File: config.mk
export PLATFORM = sky130hd
export DESIGN_NAME = serial_subtractor_flat
export DESIGN_NICKNAME = d
export VERILOG_FILES = /design/src/rtl/serial_subtractor_pkg.sv /design/src/rtl/serial_subtractor_if.sv /design/src/rtl/serial_subtractor_cell.sv /design/src/rtl/serial_subtractor.sv /design/src/flat_wrapper.sv
export SDC_FILE = /design/constraint.sdc
export NUM_CORES = 1
export LEC_CHECK = 0
export ABC_AREA = 1
export CORE_UTILIZATION = 30
export CTS_CLUSTER_SIZE = 20
export DETAILED_ROUTE_END_ITERATION = 8
export GPL_TIMING_DRIVEN = 0
export HOLD_SLACK_MARGIN = 0.02
export SYNTH_ARGS = -nofsm -noshare
export SYNTH_HDL_FRONTEND = slang
export SYNTH_SLANG_ARGS = --single-unit
File: constraint.sdc
create_clock -name clk -period 1.12 [get_ports clk]
set_input_delay 0.168 -clock clk [delete_from_list [all_inputs] [get_ports clk]]
set_output_delay 0.168 -clock clk [all_outputs]
set_load 0.1 [all_outputs]
File: src/rtl/serial_subtractor_pkg.sv
// Shared definitions for the bit-serial subtractor: state encoding and default width.
package serial_subtractor_pkg;

  localparam int DEFAULT_WIDTH = 8;

  typedef enum logic [1:0] {
    IDLE  = 2'd0,
    SHIFT = 2'd1,
    DONE  = 2'd2
  } state_e;

endpackage

File: src/rtl/serial_subtractor_if.sv
// Request/result bundle of the serial subtractor; master issues operands, slave returns results.
interface serial_subtractor_if
  import serial_subtractor_pkg::*;
#(
  parameter int WIDTH = DEFAULT_WIDTH
);

  logic             start;
  logic [WIDTH-1:0] a;
  logic [WIDTH-1:0] b;
  logic             busy;
  logic             done;
  logic [WIDTH-1:0] diff;
  logic             borrow_out;

  modport master (
    output start, a, b,
    input  busy, done, diff, borrow_out
  );

  modport slave (
    input  start, a, b,
    output busy, done, diff, borrow_out
  );

endinterface

File: src/rtl/serial_subtractor_cell.sv
// One-bit full-subtractor cell: Diff = A - B - Bin, Borr set when the bit position must borrow.
module full_subtractor_behi_ifelse (
  input  logic A,
  input  logic B,
  input  logic Bin,
  output logic Diff,
  output logic Borr
);

  always_comb begin
    Diff = A ^ B ^ Bin;
    // Equal bits pass the incoming borrow through; otherwise B alone decides.
    if (A == B) begin
      Borr = Bin;
    end else if (B) begin
      Borr = 1'b1;
    end else begin
      Borr = 1'b0;
    end
  end

endmodule

File: src/rtl/serial_subtractor.sv
// Bit-serial unsigned subtractor: a - b over WIDTH cycles, LSB first, through one cell.
//
// state | meaning
// IDLE  | waiting for start; operands captured on the accepting edge
// SHIFT | one operand bit pair per cycle through the cell, borrow fed back
// DONE  | done pulse; diff/borrow_out freshly loaded
module serial_subtractor
  import serial_subtractor_pkg::*;
#(
  parameter int WIDTH = DEFAULT_WIDTH
) (
  input  logic                clk,
  input  logic                rst,
  serial_subtractor_if.slave  bus
);

  localparam int CW = $clog2(WIDTH);

  state_e           state_q, state_d;
  logic [WIDTH-1:0] a_sh_q, a_sh_d;
  logic [WIDTH-1:0] b_sh_q, b_sh_d;
  logic [WIDTH-2:0] res_q, res_d;
  logic             borrow_q, borrow_d;
  logic [CW-1:0]    cnt_q, cnt_d;
  logic [WIDTH-1:0] diff_q, diff_d;
  logic             bo_q, bo_d;

  logic             cell_diff;
  logic             cell_borr;

  full_subtractor_behi_ifelse u_cell (
    .A    (a_sh_q[0]),
    .B    (b_sh_q[0]),
    .Bin  (borrow_q),
    .Diff (cell_diff),
    .Borr (cell_borr)
  );

  always_comb begin
    state_d  = state_q;
    a_sh_d   = a_sh_q;
    b_sh_d   = b_sh_q;
    res_d    = res_q;
    borrow_d = borrow_q;
    cnt_d    = cnt_q;
    diff_d   = diff_q;
    bo_d     = bo_q;

    case (state_q)
      IDLE: begin
        if (bus.start) begin
          a_sh_d   = bus.a;
          b_sh_d   = bus.b;
          borrow_d = 1'b0;
          cnt_d    = '0;
          state_d  = SHIFT;
        end
      end
      SHIFT: begin
        // res holds the lower WIDTH-1 result bits; the final bit comes straight from the cell.
        res_d    = (WIDTH-1)'({cell_diff, res_q} >> 1);
        a_sh_d   = a_sh_q >> 1;
        b_sh_d   = b_sh_q >> 1;
        borrow_d = cell_borr;
        if (cnt_q == CW'(WIDTH - 1)) begin
          diff_d  = {cell_diff, res_q};
          bo_d    = cell_borr;
          state_d = DONE;
        end else begin
          cnt_d = cnt_q + CW'(1);
        end
      end
      DONE: begin
        state_d = IDLE;
      end
      default: begin
        state_d = IDLE;
      end
    endcase
  end

  always_ff @(posedge clk) begin
    if (rst) begin
      state_q  <= IDLE;
      a_sh_q   <= '0;
      b_sh_q   <= '0;
      res_q    <= '0;
      borrow_q <= 1'b0;
      cnt_q    <= '0;
      diff_q   <= '0;
      bo_q     <= 1'b0;
    end else begin
      state_q  <= state_d;
      a_sh_q   <= a_sh_d;
      b_sh_q   <= b_sh_d;
      res_q    <= res_d;
      borrow_q <= borrow_d;
      cnt_q    <= cnt_d;
      diff_q   <= diff_d;
      bo_q     <= bo_d;
    end
  end

  assign bus.busy       = (state_q == SHIFT);
  assign bus.done       = (state_q == DONE);
  assign bus.diff       = diff_q;
  assign bus.borrow_out = bo_q;

endmodule

File: src/flat_wrapper.sv
// flat-port wrapper written by rule: the top's interface ports become plain ports
module serial_subtractor_flat import serial_subtractor_pkg::*;
#(
  parameter int WIDTH = DEFAULT_WIDTH
)
  (clk, rst, bus_start, bus_a, bus_b, bus_busy, bus_done, bus_diff, bus_borrow_out);
  serial_subtractor_if #(.WIDTH(WIDTH)) bus_i ();
  input  logic clk;
  input  logic rst;
  input wire logic [$bits(bus_i.start)-1:0] bus_start;
  input wire logic [$bits(bus_i.a)-1:0] bus_a;
  input wire logic [$bits(bus_i.b)-1:0] bus_b;
  output wire logic [$bits(bus_i.busy)-1:0] bus_busy;
  output wire logic [$bits(bus_i.done)-1:0] bus_done;
  output wire logic [$bits(bus_i.diff)-1:0] bus_diff;
  output wire logic [$bits(bus_i.borrow_out)-1:0] bus_borrow_out;
  assign bus_i.start = bus_start;
  assign bus_i.a = bus_a;
  assign bus_i.b = bus_b;
  assign bus_busy = bus_i.busy;
  assign bus_done = bus_i.done;
  assign bus_diff = bus_i.diff;
  assign bus_borrow_out = bus_i.borrow_out;
  serial_subtractor #(.WIDTH(WIDTH)) u_core (.clk(clk), .rst(rst), .bus(bus_i));
endmodule
==> results of run 1 <==
## path summary, 6_finish.rpt
kind / endpoint / slack, ns / depth (start not counted)
max reg2reg: u_core.bus.diff[7]$_SDFFE_PP0P_ / -0.15 / 8
max: u_core.bus.diff[7]$_SDFFE_PP0P_ / -0.15 / 8
min: u_core.b_sh_q[3]$_SDFFE_PP0P_ / 0.46 / 2
min reg2reg: u_core.b_sh_q[3]$_SDFFE_PP0P_ / 0.46 / 2
## worst register-to-register path: stages, from the launching register on
cell                      delay (ns)
sky130_fd_sc_hd__dfxtp_2        0.33
sky130_fd_sc_hd__inv_4          0.09
sky130_fd_sc_hd__nand2_4        0.07
sky130_fd_sc_hd__buf_4          0.19
sky130_fd_sc_hd__nor2_4         0.20
sky130_fd_sc_hd__buf_4          0.15
sky130_fd_sc_hd__nand3_2        0.06
sky130_fd_sc_hd__nand2_1        0.06
sky130_fd_sc_hd__inv_1          0.03
## layer usage
| layer | track usage, % | wire (microns) |
|---|---|---|
| met1 | 18.4 | 1870 |
| met2 | 21.3 | 1860 |
| met3 | 3.75 | 111 |
| met4 | 5.66 | 27 |
| met5 | 0 | 0 |
## cells in the mapped netlist, types with 2 or more instances
| master | count |
|---|---|
| sky130_fd_sc_hd__nor2_2 | 2 |
| sky130_fd_sc_hd__o21ai_0 | 11 |
| sky130_fd_sc_hd__nand2_1 | 96 |
| sky130_fd_sc_hd__nor2_1 | 17 |
| sky130_fd_sc_hd__ha_1 | 2 |
| sky130_fd_sc_hd__nand3_1 | 15 |
| sky130_fd_sc_hd__clkbuf_1 | 3 |
| sky130_fd_sc_hd__inv_1 | 11 |
| sky130_fd_sc_hd__dfxtp_1 | 38 |
| sky130_fd_sc_hd__nand2_4 | 2 |
| sky130_fd_sc_hd__buf_4 | 3 |
| sky130_fd_sc_hd__buf_2 | 3 |
| sky130_fd_sc_hd__a21oi_1 | 20 |
## flip-flops by register name, indices dropped and copies added (netlist names)
| register | count |
|---|---|
| u_core.res_q | 7 |
| u_core.state_q | 2 |
| u_core.bus.borrow_out | 1 |
| u_core.a_sh_q | 8 |
| u_core.bus.diff | 8 |
| u_core.cnt_q | 3 |
| u_core.borrow_q | 1 |
| u_core.b_sh_q | 8 |
## through the flow
step                      total power, W  setup TNS [ns]  utilization, %  instances  cell area (sq um)
after floorplan                  0.00173          -0.119               -        228               1670
after global placement           0.00186          -15.26            39.8        327               2040
after detailed placement         0.00186          -15.13            39.8        327               2040
after CTS                        0.00276           -2.14            42.7        338               2190
after global routing             0.00299           -4.92            47.5        349               2440
final                            0.00283           -2.08            47.5        349               2440
## cells by family (layout without fill, tap and decap cells)
| logic type | count (synthesis) | count (layout) | synth area share [%] |
|---|---|---|---|
| flops | 38 | 38 | 47.5 |
| simple gates | 132 | 132 | 33.4 |
| fa+ha+maj | 2 | 2 | 1.56 |
| compound gates | 33 | 33 | 10.7 |
| buf+inv | 23 | 74 | 6.87 |
## final cells by class
class / count / area [sq um] / share of cell area [%]
plain buffers: 9 / 83.8 / 3.44
clock buffers: 7 / 76.3 / 3.13
inverters: 13 / 61.3 / 2.51
multi-input cells: 167 / 856 / 35.1
flip-flops and latches: 38 / 781 / 32.0
well taps: 70 / 87.6 / 3.59
repair buffers: 45 / 494 / 20.3
## what timing repair did
action | CTS | global route
endpoints found under the setup margin | 38 | 40
gates cloned | 1 | 2
resized for setup | 92 | 37
pin swaps | 4 | 7
buffers inserted | 4 | 9
endpoints found under the hold margin | 0 | 0
## power by group
group	internal [W]	switching, W
combinational	0.000255	0.000248
clock	0.000428	0.000434
sequential	0.00142	0.0000509
## layout by cell type (no fill, tap or decap)
| cell type | instances |
|---|---|
| sky130_fd_sc_hd__nand2_1 | 92 |
| sky130_fd_sc_hd__dfxtp_1 | 26 |
| sky130_fd_sc_hd__a21oi_1 | 18 |
| sky130_fd_sc_hd__clkdlybuf4s50_1 | 18 |
| sky130_fd_sc_hd__buf_4 | 16 |
| sky130_fd_sc_hd__nand3_1 | 12 |
| sky130_fd_sc_hd__nor2_1 | 10 |
| sky130_fd_sc_hd__dfxtp_2 | 10 |
| sky130_fd_sc_hd__inv_1 | 8 |
| sky130_fd_sc_hd__buf_6 | 7 |
| sky130_fd_sc_hd__nor2_4 | 6 |
| sky130_fd_sc_hd__o21ai_1 | 6 |
| sky130_fd_sc_hd__buf_12 | 5 |
| sky130_fd_sc_hd__clkbuf_8 | 5 |
| sky130_fd_sc_hd__nand2_2 | 4 |
| sky130_fd_sc_hd__o21ai_0 | 4 |
| sky130_fd_sc_hd__inv_4 | 3 |
| sky130_fd_sc_hd__clkbuf_1 | 3 |
| sky130_fd_sc_hd__nand3_2 | 3 |
| sky130_fd_sc_hd__nor2_2 | 3 |
| sky130_fd_sc_hd__clkbuf_2 | 2 |
| sky130_fd_sc_hd__a21oi_2 | 2 |
| sky130_fd_sc_hd__ha_4 | 2 |
| sky130_fd_sc_hd__clkbuf_16 | 2 |
| sky130_fd_sc_hd__buf_8 | 2 |
| sky130_fd_sc_hd__dfxtp_4 | 2 |
| sky130_fd_sc_hd__nand2_4 | 1 |
| sky130_fd_sc_hd__clkinv_4 | 1 |
| sky130_fd_sc_hd__inv_2 | 1 |
| sky130_fd_sc_hd__nand2_8 | 1 |
| sky130_fd_sc_hd__o21ai_2 | 1 |
| sky130_fd_sc_hd__o21ai_4 | 1 |
| sky130_fd_sc_hd__buf_2 | 1 |
| sky130_fd_sc_hd__o21a_1 | 1 |
==> flow_summary.yaml, run 1 <==
run_status:
  outcome: "finished, violations left"
  violations: "negative setup slack"
yosys:
  synth_top_area_share_pct: 47.5
  number_of_warnings_issued_by_yosys: 0
  post_synthesis_instance_area_sq_um: 1600
  biggest_area_contributors_in_the_synthesized_netlist: "sky130_fd_sc_hd__dfxtp_1 48%, sky130_fd_sc_hd__nand2_1 22%, sky130_fd_sc_hd__a21oi_1 6.3%"
  synth_edf_count: 0
  syn_nets: 249
  avgSynthCellArea_sq_um: 7.02
  synth_cells: 228
  synthDistinctLibCells: 18
  synth_ff_type: "sky130_fd_sc_hd__dfxtp_1"
  synthArstFlopShare_pct: 0
  post_synth_top_area_cell: "sky130_fd_sc_hd__dfxtp_1"
  ys_seq_area_share_pct: 47.5
  flops_latches_synth: 38
route:
  postRouteWirelength_mm: 3.87
  num_vias: 1544
  drt-wirelength-per-cell_microns: 11.1
  number_of_detailed_routing_iterations_run_before_antenna_repair: 4
  detailedRoute.firstIterationViolations: 63
  route.detailed.drc: 0
  viasPerCell: 4.42
  detail-route-antenna-nets: 0
critical_path:
  critical-path-slowest-cell: "sky130_fd_sc_hd__dfxtp_2"
  critPathRequiredTime_ns: 1.30
  launch_point_of_the_critical_path: "u_core.state_q[1]$_SDFFE_PP0P_"
  worstPathBufferInverterCount: 4
  crit_arrival_ns: 1.46
  worstSetupStartpointType: "flip-flop"
  crit_path_max_incr_delay_ns: 0.33
  most_used_cell_along_the_critical_path: "sky130_fd_sc_hd__buf_4"
  regToRegStartpoint: "u_core.state_q[1]$_SDFFE_PP0P_"
  cp_cell_sequence: "inv_4 -> nand2_4 -> buf_4 -> nor2_4 -> buf_4 -> nand3_2 -> nand2_1 -> inv_1"
  timing.critical_path.fanout_max: 7
  type_of_element_capturing_the_critical_path: "flip-flop"
  worstSetupPathType: "flip-flop to flip-flop"
  cp_top_family: "buffers and inverters"
die:
  floorplan.die_area_sq_um: 5630
  num_io_pins: 30
  die_w_microns: 75.1
  placementRows: 26
  initial_utilization_pct: 31.2
  floorplan.core_area_sq_um: 5140
  dieHeight_microns: 75.1
sta:
  timing.final.max_slew_violations: 0
  clock.fmax_ghz: 0.785
  max_slew.worst_pin.slew_ns: 0.444
  endpoints_failing_hold: 0
  fin_worst_skew_ns: 0.00503
  worst_hold_slack_ns: 0.463
  final.setup.worst_slack_ns: -0.153
  timing.final.crit_share_pct: 114
  grt_setup_unrepaired: "true"
  min_period_ns: 1.27
  max-slew-margin-rel_pct: 70.4
  setup-violations-final: 32
placed_design:
  placement.io_buffers: 29
  dp_slack_ns: -0.982
  place_congestion: 0.703
  detailed_placement_wirelength_estimate_mm: 2.39
clock_network:
  clock-sinks: 38
  cts_bufs_inserted: 5
  tritoncts: "yes"
  post_cts_clock_slew_at_the_launch_and_capture_registers_of_the_worst_setup_and_hold_paths_ns: 0.07
  hold_buffers: 0
  clock_path_buffers: 2
  cts.htree.levels: 2
  clock_tree.root_cell: "sky130_fd_sc_hd__clkbuf_8"
  clock_latency_ns: 0.28
grt:
  overflow: 0
  grtUsageTotal_pct: 13.9
  grt_first_pass_wirelength_mm: 5.80
  grt_antenna_before_repair: 0
  largest_net_degree_at_the_start_of_global_routing: 16
  first_global_vias: 1259
final_layout:
  final_layout_size_suffix_gt1_share_pct: 29.0
  final_nets: 300
  number_of_inserted_diodes: 0
  area_growth_syn_to_layout_pct: 52.3
  final.fill_count: 549
power_and_ir_drop:
  power.leakage_nw: 1.07
  max-vdd-ir-drop_mv: 0.607
  pwr_density_cell_nw_per_um2: 1160
min_path:
  origin_of_the_worst_min_delay_path: "u_core.b_sh_q[3]$_SDFFE_PP0P_"
  timing.hold.worst.class: "flip-flop to flip-flop"
flow_run:
  timing.max_cap.violations: 0
Note: power is estimated with default switching activity, not from simulation.
==> run 2: changes to the inputs <==
- DONT_BUFFER_PORTS: unset -> 1
- PLACE_DENSITY: unset -> 0.5
==> run 2 against run 1 <==
Compared with the run above: the flow still finishes with violations (negative setup slack); global-route usage is 0.52 points higher; clock skew is 0.0030 ns higher; sequential power hardly changed; routed wire length is 1.6% lower; critical path depth is 5 lower; clock-buffer cell count is 1 lower; sequential cell count stayed put; first-iteration DRC count is 3.2% lower; hold slack worse by 0.42 ns; critical path type is now flip-flop to output pin; critical endpoint is now bus_busy; largest cell class unchanged; largest power group unchanged.
==> flow_summary.yaml, run 2 (same netlist as run 1, synthesis figures left out) <==
grt:
  grt_antenna_before_repair: 0
  grtUsageTotal_pct: 14.4
  largest_net_degree_at_the_start_of_global_routing: 11
  overflow: 0
  grt_first_pass_wirelength_mm: 5.97
  first_global_vias: 1252
critical_path:
  worstSetupEndpoint: "bus_busy"
  cp_cell_sequence: "nand2_4 -> clkinv_8 -> buf_12"
  launch_point_of_the_critical_path: "u_core.state_q[0]$_SDFFE_PP0P_"
  timing.critical_path.fanout_max: 8
  worstSetupPathType: "flip-flop to output pin"
  crit_path_max_incr_delay_ns: 0.38
  register_to_register_path_setup_slack_ns: -0.13
  type_of_element_capturing_the_critical_path: "output pin"
  critical_path.reg2reg.endpoint: "u_core.bus.diff[7]$_SDFFE_PP0P_"
  regToRegStartpoint: "u_core.cnt_q[0]$_SDFFE_PP0P_"
  critical-path-slowest-cell: "sky130_fd_sc_hd__dfxtp_4"
  crit_arrival_ns: 1.16
  worst-r2r-cell-count: 8
  critPathRequiredTime_ns: 0.95
  worstSetupStartpointType: "flip-flop"
clock_network:
  tritoncts: "yes"
  cts_bufs_inserted: 5
  post_cts_clock_slew_at_the_launch_and_capture_registers_of_the_worst_setup_and_hold_paths_ns: 0.07
  clock_tree.root_cell: "sky130_fd_sc_hd__clkbuf_8"
  clock_latency_ns: 0.28
  clock-sinks: 38
  cts.htree.levels: 2
  clock_path_buffers: 2
flow_run:
  timing.max_cap.violations: 0
die:
  num_io_pins: 30
  floorplan.die_area_sq_um: 5630
  placementRows: 26
  die_w_microns: 75.1
  floorplan.core_area_sq_um: 5140
  initial_utilization_pct: 31.2
  dieHeight_microns: 75.1
route:
  drt-wirelength-per-cell_microns: 12.2
  detail-route-antenna-nets: 0
  route.detailed.drc: 0
  number_of_detailed_routing_iterations_run_before_antenna_repair: 4
  viasPerCell: 4.58
  postRouteWirelength_mm: 3.81
  detailedRoute.firstIterationViolations: 61
  num_vias: 1424
sta:
  fin_worst_skew_ns: 0.00802
  max-slew-margin-rel_pct: 59.0
  timing.final.max_slew_violations: 0
  clock.fmax_ghz: 0.753
  endpoints_failing_hold: 0
  max_slew.worst_pin.slew_ns: 0.613
  final.setup.tns_ns: -2.39
  final.setup.worst_slack_ns: -0.208
  setup-violations-final: 34
  grt_setup_unrepaired: "true"
  min_period_ns: 1.33
  timing.final.crit_share_pct: 119
  worst_hold_slack_ns: 0.0414
final_layout:
  area_growth_syn_to_layout_pct: 31.0
  final.fill_count: 568
  number_of_inserted_diodes: 0
  final_nets: 263
  final_common_cell: "sky130_fd_sc_hd__nand2_1"
  layout.cells.most_common_list: "87 x sky130_fd_sc_hd__nand2_1, 25 x sky130_fd_sc_hd__dfxtp_1, 20 x sky130_fd_sc_hd__a21oi_1"
  final_layout_size_suffix_gt1_share_pct: 25.7
power_and_ir_drop:
  power.leakage_nw: 0.903
  pwr_density_cell_nw_per_um2: 1310
  max-vdd-ir-drop_mv: 0.505
run_status:
  outcome: "finished, violations left"
  violations: "negative setup slack"
placed_design:
  place_congestion: 0.690
  dp_slack_ns: -0.179
  placement.io_buffers: 0
  detailed_placement_wirelength_estimate_mm: 2.40
min_path:
  timing.hold.worst.class: "input port to flip-flop"
run 2: metrics by stage:
step	total power, W	instances	util [%]	instance area [sq um]
floorplan	0.00173	228	-	1670
global placement	0.00180	298	34.1	1750
detailed placement	0.00180	298	34.1	1750
CTS	0.00275	310	39.2	2020
global route	0.00289	311	40.8	2100
finish	0.00275	311	40.8	2100
run 2: cell type report:
| class | count | area, sq um | area share (%) |
|---|---|---|---|
| clock buffers | 6 | 82.6 | 3.94 |
| multi-input cells | 167 | 845 | 40.3 |
| repair buffers | 7 | 115 | 5.49 |
| plain buffers | 10 | 92.6 | 4.41 |
| flip-flops and latches | 38 | 805 | 38.3 |
| inverters | 13 | 71.3 | 3.40 |
| well taps | 70 | 87.6 | 4.17 |
run 2: worst min-delay path by stage:
stage	depth (start not counted)	from	endpoint
after detailed placement	2	bus_b[7]	u_core.b_sh_q[7]$_SDFFE_PP0P_
after CTS	2	bus_b[7]	u_core.b_sh_q[7]$_SDFFE_PP0P_
after global routing	2	bus_a[7]	u_core.a_sh_q[7]$_SDFFE_PP0P_
after global placement	2	bus_b[7]	u_core.b_sh_q[7]$_SDFFE_PP0P_
after floorplan	2	bus_a[7]	u_core.a_sh_q[7]$_SDFFE_PP0P_
final	2	bus_b[7]	u_core.b_sh_q[7]$_SDFFE_PP0P_
run 2: critical path: cells and delay by family (launching register included):
kind / cells / cell delay, ns
buffers and inverters: 2 / 0.28
DFF: 1 / 0.38
and+or+nand+nor: 1 / 0.20
run 2: metal layers:
metal,up-vias,GRT usage [%],wire (microns)
li1,744,-,-
met4,0,5.03,57
met2,25,21.6,1740
met3,7,4.82,186
met1,648,19.2,1820
met5,-,0,0
run 2: report_power, final:
group	internal [W]	switching [W]
combinational	0.000163	0.000223
clock	0.000475	0.000447
sequential	0.00140	0.0000452
total	0.00203	0.000714
run 2: timing repair:
item / CTS / global route
hold endpoints to repair: 0 / 0
resized for setup: 34 / 17
buffers inserted: 5 / 0
pin swaps: 10 / 5
setup endpoints to repair: 44 / 39
hold buffers: 0 / 0
gates cloned: 1 / 1
==> run 3: changes to the inputs <==
- TNS_END_PERCENT: unset -> 50
==> run 3 against run 2 <==
Compared with the run above: the flow still finishes with violations (negative setup slack); die area unchanged; first-iteration DRC count increased by 8.2%; clock skew decreased by 0.0014 ns; combinational power decreased by 12%; power increased by 5.7%; sequential cell count unchanged; sequential share of layout area increased by 1.1 points; critical endpoint is now bus_done.
==> flow_summary.yaml, run 3 (same netlist as run 1, synthesis figures left out) <==
power_and_ir_drop:
  max-vdd-ir-drop_mv: 0.896
  design_power_total_w: 0.00290
  power.leakage_nw: 0.875
  pwr_density_cell_nw_per_um2: 1430
critical_path:
  regToRegStartpoint: "u_core.cnt_q[0]$_SDFFE_PP0P_"
  launch_point_of_the_critical_path: "u_core.state_q[0]$_SDFFE_PP0P_"
  register_to_register_path_setup_slack_ns: -0.13
  type_of_element_capturing_the_critical_path: "output pin"
  timing.critical_path.fanout_max: 4
  critical-path-slowest-cell: "sky130_fd_sc_hd__nor2_4"
  crit_arrival_ns: 1.17
  worstSetupStartpointType: "flip-flop"
  worstSetupPathType: "flip-flop to output pin"
  cp_cell_sequence: "nor2_4"
  critPathRequiredTime_ns: 0.95
  cp_top_family: "simple AND/OR/NAND/NOR gates"
  worstPathBufferInverterCount: 0
  crit_path_max_incr_delay_ns: 0.51
final_layout:
  final.fill_count: 581
  area_growth_syn_to_layout_pct: 27.0
  final_layout_size_suffix_gt1_share_pct: 26.0
  layout.core_utilization_pct: 39.6
  final_nets: 262
  final_common_cell: "sky130_fd_sc_hd__nand2_1"
  finalInstanceArea_sq_um: 2030
  number_of_inserted_diodes: 0
  layout.cells.most_common_list: "87 x sky130_fd_sc_hd__nand2_1, 25 x sky130_fd_sc_hd__dfxtp_1, 18 x sky130_fd_sc_hd__a21oi_1"
grt:
  grt_first_pass_wirelength_mm: 5.76
  first_global_vias: 1226
  overflow: 0
  largest_net_degree_at_the_start_of_global_routing: 13
  grt_antenna_before_repair: 0
  grtUsageTotal_pct: 13.9
route:
  drt-wirelength-per-cell_microns: 11.6
  detailedRoute.firstIterationViolations: 66
  num_vias: 1414
  detail-route-antenna-nets: 0
  route.detailed.drc: 0
  postRouteWirelength_mm: 3.60
  viasPerCell: 4.53
  number_of_detailed_routing_iterations_run_before_antenna_repair: 4
sta:
  fin_worst_skew_ns: 0.00664
  min_period_ns: 1.34
  max-slew-margin-rel_pct: 59.2
  timing.final.max_slew_violations: 0
  grt_setup_unrepaired: "true"
  timing.final.crit_share_pct: 120
  endpoints_failing_hold: 0
  final.setup.worst_slack_ns: -0.221
  clock.fmax_ghz: 0.746
  setup-violations-final: 18
  max_slew.worst_pin.slew_ns: 0.611
  final.setup.tns_ns: -1.55
clock_network:
  cts_bufs_inserted: 5
  clock-sinks: 38
  post_cts_clock_slew_at_the_launch_and_capture_registers_of_the_worst_setup_and_hold_paths_ns: 0.07
  clock_tree.root_cell: "sky130_fd_sc_hd__clkbuf_8"
  clock_latency_ns: 0.29
  cts.htree.levels: 2
  tritoncts: "yes"
  hold_buffers: 0
  clock_path_buffers: 2
placed_design:
  postPlaceCellArea_sq_um: 1750
  place_congestion: 0.702
  placement.io_buffers: 0
  detailed_placement_wirelength_estimate_mm: 2.43
die:
  placementRows: 26
  initial_utilization_pct: 31.2
  floorplan.die_area_sq_um: 5630
  num_io_pins: 30
  dieHeight_microns: 75.1
  floorplan.core_area_sq_um: 5140
  die_w_microns: 75.1
min_path:
  origin_of_the_worst_min_delay_path: "bus_b[7]"
  timing.hold.worst.class: "input port to flip-flop"
run_status:
  outcome: "finished, violations left"
  violations: "negative setup slack"
flow_run:
  timing.max_cap.violations: 0
run 3: changes by cell type in the layout (fill, tap and decap cells not counted), sizes merged:
cell and change:
buf +1, bufinv +1, clkinv +1, clkbuf -2, bufbuf -1, inv +1
run 3: worst paths after layout:
| path | to | cells past startpoint |
|---|---|---|
| worst max-delay path | bus_done | 1 |
| worst max register to register | u_core.bus.diff[3]$_SDFFE_PP0P_ | 8 |
| worst min-delay path | u_core.b_sh_q[7]$_SDFFE_PP0P_ | 2 |
| worst min register to register | u_core.bus.diff[4]$_SDFFE_PP0P_ | 2 |
run 3: per-stage QoR:
| stage | cells | setup WS, ns | hold slack, ns |
|---|---|---|---|
| 2_1_floorplan | 228 | -0.0968 | 0.328 |
| 3_3_place_gp | 298 | -0.173 | 0.337 |
| 3_5_place_dp | 298 | -0.185 | 0.338 |
| 4_1_cts | 311 | -0.250 | 0.0286 |
| 5_1_grt | 312 | -0.247 | 0.0484 |
| 6_report | 312 | -0.221 | 0.0455 |
run 3: final cells by class:
class	instances	area [sq um]	area share [%]
inverters	13	66.3	3.26
clock buffers	5	68.8	3.38
repair buffers	6	56.3	2.77
clock inverters	3	40.0	1.97
well taps	70	87.6	4.31
flip-flops and latches	38	802	39.4
multi-input cells	167	825	40.5
plain buffers	10	88.8	4.37
run 3: timing repair:
item                                    CTS  global route
gates resized for setup                  35            13
setup buffers                             5             1
endpoints found under the setup margin   44            38
pin swaps                                 7             7
run 3: per-layer routing:
layer	up-vias	track usage, %	routed length (microns)
li1	743	-	-
met1	645	17.3	1650
met2	22	22.0	1730
met3	4	3.35	190
met4	0	7.55	42
met5	-	0	0
run 3: power breakdown:
part           switching [W]  leakage [nW]  internal (W)
clock network       0.000471        0.0579      0.000655
registers          0.0000450         0.320       0.00140
logic               0.000208         0.497      0.000130
